`src/rtl/uart_rx_fifo_pkg.sv`:
```
// uart_rx_fifo_pkg: shared definitions for the UART receive path.
//   DATA_BITS  - bits per character (8N1 framing)
//   rx_state_e - receiver FSM state encoding
//   baud_div() - rounded clock divider for the oversample tick; the TX side
//                imports the same function so both ends agree on the bit time.
package uart_rx_fifo_pkg;

    localparam int unsigned DATA_BITS = 8;

    typedef enum logic [2:0] {
        StIdle,
        StStart,
        StData,
        StStop,
        StBreak
    } rx_state_e;

    // Round to nearest: (clk + rate/2) / rate, where rate = baud * oversample.
    function automatic int unsigned baud_div(input int unsigned clk_hz,
                                             input int unsigned baud,
                                             input int unsigned oversample);
        int unsigned rate;
        rate = baud * oversample;
        return (clk_hz + rate / 2) / rate;
    endfunction

endpackage

```
`src/rtl/uart_rx_fifo_if.sv`:
```
// uart_rx_fifo_if: byte stream handshake out of the UART receiver.
//   rx_data  - head byte, meaningful only while rx_valid=1
//   rx_valid - a byte is available
//   rx_ready - consumer takes the head byte when rx_valid & rx_ready
// master = receiver (producer), slave = consumer.
interface uart_rx_fifo_if;
    import uart_rx_fifo_pkg::*;

    logic [DATA_BITS-1:0] rx_data;
    logic                 rx_valid;
    logic                 rx_ready;

    modport master (
        output rx_data,
        output rx_valid,
        input  rx_ready
    );

    modport slave (
        input  rx_data,
        input  rx_valid,
        output rx_ready
    );

endinterface

```
`src/rtl/uart_rx_fifo_sync_fifo.sv`:
```
// uart_rx_fifo_sync_fifo: first-word fall-through FIFO.
//   clk, reset - clock, asynchronous active-low reset (clears storage too)
//   push/wdata - write request and data
//   pop        - read request; ignored while empty
//   rdata      - head entry, read combinationally from storage
//   empty      - no entries
//   overflow   - push refused because full with no simultaneous pop
//   count      - occupied entries, 0..DEPTH
// Push and pop in the same cycle are both performed, even when full.
module uart_rx_fifo_sync_fifo #(
    parameter int unsigned WIDTH = 8,
    parameter int unsigned DEPTH = 16
) (
    input  logic                       clk,
    input  logic                       reset,
    input  logic                       push,
    input  logic [WIDTH-1:0]           wdata,
    input  logic                       pop,
    output logic [WIDTH-1:0]           rdata,
    output logic                       empty,
    output logic                       overflow,
    output logic [$clog2(DEPTH):0]     count
);

    localparam int unsigned AW = $clog2(DEPTH);
    localparam logic [AW:0] FULL_CNT = DEPTH[AW:0];

    logic [WIDTH-1:0] mem_q [DEPTH];
    logic [AW-1:0]    wr_ptr_q;
    logic [AW-1:0]    rd_ptr_q;
    logic [AW:0]      count_q;
    logic             full;
    logic             do_push;
    logic             do_pop;

    assign empty    = (count_q == '0);
    assign full     = (count_q == FULL_CNT);
    assign do_pop   = pop & ~empty;
    // When full, a pop frees the slot the write pointer already points at.
    assign do_push  = push & (~full | do_pop);
    assign overflow = push & full & ~do_pop;
    assign rdata    = mem_q[rd_ptr_q];
    assign count    = count_q;

    always_ff @(posedge clk or negedge reset) begin
        if (!reset) begin
            for (int i = 0; i < DEPTH; i++) begin
                mem_q[i] <= '0;
            end
            wr_ptr_q <= '0;
            rd_ptr_q <= '0;
            count_q  <= '0;
        end else begin
            if (do_push) begin
                mem_q[wr_ptr_q] <= wdata;
                wr_ptr_q        <= wr_ptr_q + 1'b1;
            end
            if (do_pop) begin
                rd_ptr_q <= rd_ptr_q + 1'b1;
            end
            if (do_push && !do_pop) begin
                count_q <= count_q + 1'b1;
            end else if (!do_push && do_pop) begin
                count_q <= count_q - 1'b1;
            end
        end
    end

endmodule

```
`src/rtl/uart_rx_fifo.sv`:
```
// uart_rx_fifo: 8N1 UART receiver, 16x oversampled, feeding a FWFT byte FIFO.
//   clk        - system clock, rising edge
//   reset      - asynchronous active-low reset
//   rx         - asynchronous serial input, idle high
//   bus        - byte handshake (rx_data/rx_valid out, rx_ready in)
//   frame_err  - one-cycle pulse when the stop bit samples low
//   overrun    - one-cycle pulse when a byte completes into a full FIFO with no pop
//   fifo_count - occupied FIFO entries
//   busy       - receiver is inside a frame (FSM not idle)
module uart_rx_fifo
    import uart_rx_fifo_pkg::*;
#(
    parameter int unsigned CLK_HZ     = 27_000_000,
    parameter int unsigned BAUD       = 115200,
    parameter int unsigned OVERSAMPLE = 16,
    parameter int unsigned FIFO_DEPTH = 16
) (
    input  logic                          clk,
    input  logic                          reset,
    input  logic                          rx,
    uart_rx_fifo_if.master                bus,
    output logic                          frame_err,
    output logic                          overrun,
    output logic [$clog2(FIFO_DEPTH):0]   fifo_count,
    output logic                          busy
);

    localparam int unsigned DIV = baud_div(CLK_HZ, BAUD, OVERSAMPLE);
    localparam int unsigned TW  = (DIV > 1) ? $clog2(DIV) : 1;
    localparam int unsigned SCW = $clog2(OVERSAMPLE);
    localparam int unsigned BW  = $clog2(DATA_BITS);

    localparam logic [TW-1:0]  DIV_LAST = TW'(DIV - 1);
    localparam logic [SCW-1:0] SC_MID   = SCW'(OVERSAMPLE / 2 - 1);
    localparam logic [SCW-1:0] SC_LAST  = SCW'(OVERSAMPLE - 1);
    localparam logic [BW-1:0]  BIT_LAST = BW'(DATA_BITS - 1);

    // Two-flop synchroniser; only rxs is used downstream.
    logic rx_meta_q;
    logic rxs;

    always_ff @(posedge clk or negedge reset) begin
        if (!reset) begin
            rx_meta_q <= 1'b1;
            rxs       <= 1'b1;
        end else begin
            rx_meta_q <= rx;
            rxs       <= rx_meta_q;
        end
    end

    // Oversample tick generator.
    logic [TW-1:0] tick_cnt_q;
    logic          tick;
    logic          tick_restart;

    assign tick = (tick_cnt_q == DIV_LAST);

    always_ff @(posedge clk or negedge reset) begin
        if (!reset) begin
            tick_cnt_q <= '0;
        end else if (tick_restart || tick) begin
            // Restart on the start edge so mid-bit samples sit on tick boundaries.
            tick_cnt_q <= '0;
        end else begin
            tick_cnt_q <= tick_cnt_q + 1'b1;
        end
    end

    // Receiver FSM.
    rx_state_e            state_q, state_d;
    logic [SCW-1:0]       sc_q, sc_d;
    logic [BW-1:0]        bit_q, bit_d;
    logic [DATA_BITS-1:0] shreg_q, shreg_d;
    logic                 push;
    logic                 stop_bad;

    always_ff @(posedge clk or negedge reset) begin
        if (!reset) begin
            state_q <= StIdle;
            sc_q    <= '0;
            bit_q   <= '0;
            shreg_q <= '0;
        end else begin
            state_q <= state_d;
            sc_q    <= sc_d;
            bit_q   <= bit_d;
            shreg_q <= shreg_d;
        end
    end

    always_comb begin
        state_d      = state_q;
        sc_d         = sc_q;
        bit_d        = bit_q;
        shreg_d      = shreg_q;
        tick_restart = 1'b0;
        push         = 1'b0;
        stop_bad     = 1'b0;

        unique case (state_q)
            StIdle: begin
                if (!rxs) begin
                    state_d      = StStart;
                    sc_d         = '0;
                    tick_restart = 1'b1;
                end
            end

            StStart: begin
                if (tick) begin
                    if (sc_q == SC_MID) begin
                        if (rxs) begin
                            // Line went back high before mid start bit: a glitch.
                            state_d = StIdle;
                        end else begin
                            state_d = StData;
                            sc_d    = '0;
                            bit_d   = '0;
                        end
                    end else begin
                        sc_d = sc_q + 1'b1;
                    end
                end
            end

            StData: begin
                if (tick) begin
                    if (sc_q == SC_LAST) begin
                        sc_d    = '0;
                        shreg_d = {rxs, shreg_q[DATA_BITS-1:1]};
                        if (bit_q == BIT_LAST) begin
                            state_d = StStop;
                        end else begin
                            bit_d = bit_q + 1'b1;
                        end
                    end else begin
                        sc_d = sc_q + 1'b1;
                    end
                end
            end

            StStop: begin
                if (tick) begin
                    if (sc_q == SC_LAST) begin
                        if (rxs) begin
                            push    = 1'b1;
                            state_d = StIdle;
                        end else begin
                            stop_bad = 1'b1;
                            state_d  = StBreak;
                        end
                    end else begin
                        sc_d = sc_q + 1'b1;
                    end
                end
            end

            StBreak: begin
                // Hold off until the line returns high so a break is one error.
                if (rxs) begin
                    state_d = StIdle;
                end
            end

            default: begin
                state_d = StIdle;
            end
        endcase
    end

    // Byte FIFO.
    logic [DATA_BITS-1:0] fifo_rdata;
    logic                 fifo_empty;
    logic                 fifo_overflow;

    uart_rx_fifo_sync_fifo #(
        .WIDTH (DATA_BITS),
        .DEPTH (FIFO_DEPTH)
    ) u_fifo (
        .clk      (clk),
        .reset    (reset),
        .push     (push),
        .wdata    (shreg_q),
        .pop      (bus.rx_ready),
        .rdata    (fifo_rdata),
        .empty    (fifo_empty),
        .overflow (fifo_overflow),
        .count    (fifo_count)
    );

    assign bus.rx_data  = fifo_rdata;
    assign bus.rx_valid = ~fifo_empty;
    assign frame_err    = stop_bad;
    assign overrun      = fifo_overflow;
    assign busy         = (state_q != StIdle);

endmodule

```
`src/flat_wrapper.sv`:
```
// flat-port wrapper written by rule: the top's interface ports become plain ports
module uart_rx_fifo_flat import uart_rx_fifo_pkg::*;
#(
    parameter int unsigned CLK_HZ     = 27_000_000,
    parameter int unsigned BAUD       = 115200,
    parameter int unsigned OVERSAMPLE = 16,
    parameter int unsigned FIFO_DEPTH = 16
)
  (clk, reset, rx, frame_err, overrun, fifo_count, busy, bus_rx_data, bus_rx_valid, bus_rx_ready);
  uart_rx_fifo_if bus_i ();
  input  logic clk;
  input  logic reset;
  input  logic rx;
  output logic frame_err;
  output logic overrun;
  output logic [$clog2(FIFO_DEPTH):0] fifo_count;
  output logic busy;
  output wire logic [$bits(bus_i.rx_data)-1:0] bus_rx_data;
  output wire logic [$bits(bus_i.rx_valid)-1:0] bus_rx_valid;
  input wire logic [$bits(bus_i.rx_ready)-1:0] bus_rx_ready;
  assign bus_rx_data = bus_i.rx_data;
  assign bus_rx_valid = bus_i.rx_valid;
  assign bus_i.rx_ready = bus_rx_ready;
  uart_rx_fifo #(.CLK_HZ(CLK_HZ), .BAUD(BAUD), .OVERSAMPLE(OVERSAMPLE), .FIFO_DEPTH(FIFO_DEPTH)) u_core (.clk(clk), .reset(reset), .rx(rx), .bus(bus_i), .frame_err(frame_err), .overrun(overrun), .fifo_count(fifo_count), .busy(busy));
endmodule
```
`config.mk`:
```
export PLATFORM = sky130hd
export DESIGN_NAME = uart_rx_fifo_flat
export DESIGN_NICKNAME = d
export VERILOG_FILES = /design/src/rtl/uart_rx_fifo_pkg.sv /design/src/rtl/uart_rx_fifo_if.sv /design/src/rtl/uart_rx_fifo_sync_fifo.sv /design/src/rtl/uart_rx_fifo.sv /design/src/flat_wrapper.sv
export SDC_FILE = /design/constraint.sdc
export NUM_CORES = 1
export LEC_CHECK = 0
export CAP_MARGIN = 40
export CELL_PAD_IN_SITES_DETAIL_PLACEMENT = 1
export CELL_PAD_IN_SITES_GLOBAL_PLACEMENT = 2
export CORE_ASPECT_RATIO = 0.9
export CORE_UTILIZATION = 41
export DETAILED_ROUTE_END_ITERATION = 7
export PLACE_DENSITY = 0.75
export REMOVE_ABC_BUFFERS = 1
export SETUP_SLACK_MARGIN = 0.15
export SLEW_MARGIN = 30
export SYNTH_ARGS = -nofsm -noshare
export SYNTH_HDL_FRONTEND = slang
export SYNTH_HIERARCHICAL = 1
export SYNTH_SLANG_ARGS = --single-unit
export TNS_END_PERCENT = 20
```
`constraint.sdc`:
```
create_clock -name clk -period 3.3 [get_ports clk]
set_input_delay 0.66 -clock clk [delete_from_list [all_inputs] [get_ports clk]]
set_output_delay 0.66 -clock clk [all_outputs]
set_load 0.05 [all_outputs]
```
; Word level (Yosys, flattened, before mapping)
; Index checks and enable logic that the tools add are counted.
[word_totals]
reg_bits = 165
latch_bits = 0
ramBits = 0
rom_bits = 0
input_bits = 4
output_inout_bits = 17
wordCells = 128
memories = 0
[op_classes]
add_sub_neg = 7
n_mul = 0
div_mod_pow = 0
n_lt_le_gt_ge = 3
eq_ne = 21
shift = 0
mux = 45
bitwise_logic = 10
n_reduce_logical = 16
[ops]
columns = operator, n
row1 = $bwmux 128, 1
row2 = $mux 3, 16
row3 = $bmux 8 s4, 1
row4 = $demux 8 s4, 1
row5 = $mux 4, 8
row6 = $mux 8, 3
row7 = $add 4x1->4 const B, 4
row8 = $ne 2x1->1 const B, 8
row9 = $pmux 4 s4, 1
row10 = $pmux 3 s5, 1
row11 = $ge 5x5->1 const B, 2
row12 = $mux 5, 2
row13 = $not 4->5, 2
row14 = $mux 1, 9
row15 = $reduce_and 9->1, 1
row16 = $eq 4x4->1 const B, 2
row17 = $ne 2x2->1 const B, 4
row18 = $reduce_and 7->1, 1
row19 = $eq 3x2->1 const B, 2
row20 = $eq 3x3->1 const B, 2
row21 = $pmux 3 s2, 1
row22 = $add 5x1->5 const B, 1
row23 = $eq 5x5->1 const B, 1
row24 = $logic_not 5->1, 1
row25 = 18 further kinds, 27

; Depth between registers and ports, before layout
[logic_depth]
word_depth = 9
mapped_depth = 14
ltp_nobuf = 14

; Hierarchy
; Netlist, hierarchy kept.
[modules_own_cells]
columns = mod, n_inst, cells_each, area_per_inst_um2, seq_area_each_um2
row1 = uart_rx_fifo_sync_fifo, 1, 433, 6547.5, 3528.4
row2 = uart_rx_fifo, 1, 112, 1282.5, 603.1

; Worst setup path before layout
; Ideal clock, no wire load.
[synth_path]
kind = flip-flop to output port
from = register u_core.sc_q[0]
to = output overrun
t_arrival_ns = 2.810
required_ns = 2.640
slack_ns = -0.170
path_stages_with_launch = 8
path_buffers = 0
path_cell_list = dfrtp_1 -> ha_1 -> and3_1 -> nand3_1 -> or3_1 -> nor2_1 -> inv_1 -> nor3_1
[synth_between]
elab_chain_cells = 6
[synth_rtl]
columns = element, line
row1 = from (decl), uart_rx_fifo.sv:72  ; logic [SCW-1:0] sc_q, sc_d;
row2 = from (signal assigned), uart_rx_fifo.sv:81  ; sc_q <= '0;
row3 = from (signal assigned), uart_rx_fifo.sv:86  ; sc_q <= sc_d;
row4 = $eq 4x4->1, uart_rx_fifo.sv:145  ; if (sc_q == SC_LAST) begin
row5 = $mux 1, uart_rx_fifo.sv:145
row6 = $mux 1, uart_rx_fifo.sv:144  ; if (tick) begin
row7 = $mux 1, uart_rx_fifo.sv:101  ; unique case (state_q)
row8 = net u_core.push, uart_rx_fifo.sv:75  ; logic push;
row9 = $and 1x1->1 (2 in series), uart_rx_fifo_sync_fifo.sv:41  ; assign overflow = push & full & ~do_pop;
row10 = to (decl), flat_wrapper.sv:15  ; output logic overrun;
; The timed path passes the listed nets, and every way through them passes these cells.

; Worst setup path after layout
[layout_path]
from = register u_core.tick_cnt_q[0]
to = output overrun
[layout_between]
elab_chain_cells = 5
[layout_rtl]
columns = element, line
row1 = from (decl), uart_rx_fifo.sv:53  ; logic [TW-1:0] tick_cnt_q;
row2 = from (signal assigned), uart_rx_fifo.sv:66  ; tick_cnt_q <= tick_cnt_q + 1'b1;
row3 = $eq 4x4->1, uart_rx_fifo.sv:57  ; assign tick = (tick_cnt_q == DIV_LAST);
row4 = $mux 1, uart_rx_fifo.sv:144
row5 = $mux 1, uart_rx_fifo.sv:101
row6 = net u_core.push, uart_rx_fifo.sv:75
row7 = $and 1x1->1 (2 in series), uart_rx_fifo_sync_fifo.sv:41
; The timed path passes the listed nets, and every way through them passes these cells.

==> impl_metrics.toml <==
[power_and_ir_drop]
clockPowerShare = 0.487
finalPower_uw = 4050
leakage_uw = 0.00430
power-per-cell-area_mw_per_mm2 = 441
sequentialPowerShare = 0.501
p_comb_frac = 0.012
p_sw_uw = 872
swShare = 0.216
p_int_uw = 3170
ir_worst_vdd_mv = 0.420

[worst_setup_path]
cp.required_ns = 2.64
max_stage_delay_ns = 0.41
rr_worst_depth = 13
crit_fanout = 4
slowest_stage = "dfrtp_1"
cp_cell_sequence = "inv_1 > ha_2 > and3_4 > nand3_4 > or3_4 > nor2_4 > buf_6 > inv_2 > nor3_4 > buf_12"
rr_endpoint = "u_core/u_fifo/count[4]"
crit_path_end_kind = "output port"
path_buf_inv = 4
r2r_start = "u_core/tick_cnt_q[0]"
r2r_slack_ns = 0.26
crit_family = "simple AND/OR/NAND/NOR gates"
startpoint_type = "flop"
crit_type = "flop to output port"
crit_arrival_ns = 2.39

[logic_synthesis]
synth_edf_count = 0
yosys_warnings = 6
yosys.area.top_type_share = 0.521
synth_largest_area_cell = "dfrtp_1"
synth-main-ff-cell = "dfrtp_1"
async_flop_share = 1.00
yosysSeqAreaShare = 0.528
syn_avg_cell_area_um2 = 14.4
synth_cell_types = 55
synth_seq_cells = 165
syn_area_mm2 = 0.00783
syn_inst = 545
ys_top_cells_by_area = "dfrtp_1 (52%), mux2_2 (18%), mux4_2 (9.2%), ha_1 (2.2%), a22oi_1 (1.5%)"

[sta]
period_minus_slack_ns = 3.05
worst_pin_slew_ns = 0.858
max_freq_ghz = 0.328
worst_slack_ns = 0.247
setup_violations = 0
hold_viol = 0
setup_tns_ns = 0
relSlewSlack = 0.427
grt_setup_unrepaired = "true"
period_share = 0.925
skew_ns = 0.0111
final_max_slew_viol_count = 0

[grt]
grt_overflow = 0
grt_usage = 0.197
grt_pass1_wl_um = 29400
grt_max_degree = 56
grt_pass1_vias = 5228
antenna_found_initial = 0

[finish]
antenna_cells = 0
layout-drive-gt1-share = 0.466
fin_nets = 607
ff_latch_area_mm2 = 0.00413
multi_input_area_mm2 = 0.00360
area_growth_pct = 17.0
num-fill-cells = 1819

[floorplanning]
die_y_um = 133
core_area_mm2 = 0.0185
fp-row-count = 47
floorplan.initialDensity = 0.423
fp.dieArea_mm2 = 0.0197
ioPinCount = 21
die_w_um = 148

[cts]
path_clk_slew_ns = 0.07
clock_sink_count = 165
worst_skew_pair.late_latency_ns = 0.42
htree_levels = 4
clockBufferDepth = 2
root_buffer = "clkbuf_16"
numCtsBuffers = 17
cts_tree = "done"
hold_buffers = 0

[drt]
drt_iter0_drc = 187
drc = 0
vias = 4681
drtAntennaViolNets = 0
wl_per_cell_um = 21.3
wl_um = 18000
drtPass1Iterations = 4
vias_per_cell = 5.53

[placement]
port_buffers = 20
gp_congestion = 0.760
dp.final_hpwl_um = 11800
place_ws_ns = -0.0537

[status]
outcome = "finished clean"

[flow_run]
cap_violations = 0

[min_path]
hp-class = "primary input to async pin"
per-layer routing:
layer	wire, µm	share of wire	track usage	up-vias
met2	8910	0.49	0.313	56
met5	0	0	0	-
met3	518	0.029	0.0510	13
met4	163	0.0090	0.0493	0
met1	8450	0.47	0.271	2509
li1	-	-	-	2103
synthesized netlist by cell type, drive strengths merged, types with 2 or more instances:
master    n
mux4     33
inv       9
o21ai     9
nand2b    3
mux2    139
and3      2
nand2    22
dfrtp   163
nor2b     2
a22o      3
clkbuf   22
or3       2
nand3     8
ha       14
xnor2     9
o21a      3
a21o      3
a22oi    16
buf       9
nand4     2
nor4      2
o311ai    3
nor2     25
dfstp     2
nor3     10
a21oi     6
or3b      2
xor2      3
o211ai    5
worst max-delay path by stage:
stage	start	depth (start not counted)	slack, ns	to
2_1_floorplan	u_core/sc_q[0]	7	-0.17	overrun
3_3_place_gp	u_core/tick_cnt_q[0]	13	0.08	u_core/u_fifo/count[4]
3_5_place_dp	u_core/tick_cnt_q[0]	13	-0.05	u_core/u_fifo/count[4]
4_1_cts	u_core/tick_cnt_q[0]	13	0.13	u_core/u_fifo/count[4]
5_1_grt	u_core/tick_cnt_q[0]	14	0.08	u_core/u_fifo/count[4]
6_report	u_core/tick_cnt_q[0]	10	0.25	overrun
power groups by stage:
stage          combinational, µW  clock, µW  sequential, µW
4_1_cts                     53.6       2020            2030
6_report                    49.9       1970            2030
5_1_grt                     58.7       2110            2020
3_3_place_gp                50.9          0            2060
3_5_place_dp                53.1          0            2060
2_1_floorplan               1.75          0            2060
layout make-up:
class,count,area share
Timing Repair Buffer,55,0.0537
Clock inverter,14,0.0168
Tap cell,245,0.0335
Clock buffer,18,0.0479
Inverter,9,0.00396
Sequential cell,165,0.451
Multi-Input combinational cell,340,0.393
cell usage in the layout (no fill, tap or decap), drive strengths merged, types with 2 or more instances in the layout:
cell type | Yosys | final
inv | 9 | 10
nor2 | 25 | 25
nand2b | 3 | 3
nand3 | 8 | 8
clkbuf | 22 | 18
bufinv | 0 | 2
a22o | 3 | 3
nand4 | 2 | 2
a21o | 3 | 3
o211ai | 5 | 5
o21a | 3 | 3
o21ai | 9 | 9
or3 | 2 | 2
clkdlybuf4s50 | 0 | 8
clkinv | 0 | 8
ha | 14 | 14
nor4 | 2 | 2
a22oi | 16 | 16
or3b | 2 | 2
buf | 9 | 46
dfrtp | 163 | 163
dfstp | 2 | 2
nand2 | 22 | 22
xor2 | 3 | 3
a21oi | 6 | 6
and3 | 2 | 2
xnor2 | 9 | 9
o311ai | 3 | 3
mux4 | 33 | 33
nor2b | 2 | 2
clkinvlp | 0 | 3
mux2 | 139 | 139
nor3 | 10 | 10
state kept, by name, indices dropped and copies added, names as in the netlist:
signal	cells
u_core/u_fifo/wr_ptr_q	4
u_core/u_fifo/mem_q	128
u_core/u_fifo/count	5
u_core/sc_q	4
u_core/bit_q	3
u_core/state_q	3
u_core/shreg_q	8
u_core/rx_meta_q	1
u_core/rxs	1
u_core/tick_cnt_q	4
u_core/u_fifo/rd_ptr_q	4
what timing repair did:
item,4_1_cts,5_1_grt
buffers inserted,1,8
gates cloned,0,0
setup endpoints to repair,3,2
pin swaps,3,7
gates resized for setup,10,10
hold endpoints to repair,0,0
per-stage QoR:
step | instances | hold slack (ns) | area, µm² | util
2_1_floorplan | 514 | 0.345 | 7700 | -
6_report | 846 | 0.124 | 9160 | 0.495
3_5_place_dp | 805 | 0.355 | 8430 | 0.455
3_3_place_gp | 805 | 0.347 | 8430 | 0.455
5_1_grt | 846 | 0.121 | 9160 | 0.495
4_1_cts | 838 | 0.118 | 9060 | 0.489
logic make-up after synthesis:
group,after synthesis,synth area share
simple gates,87,0.0623
mux,173,0.300
fa+ha+maj,15,0.0249
xor+xnor,12,0.0134
buf+inv,40,0.0211
flops,165,0.528
compound gates,53,0.0502
No activity file was read; power rests on OpenSTA's default activity.
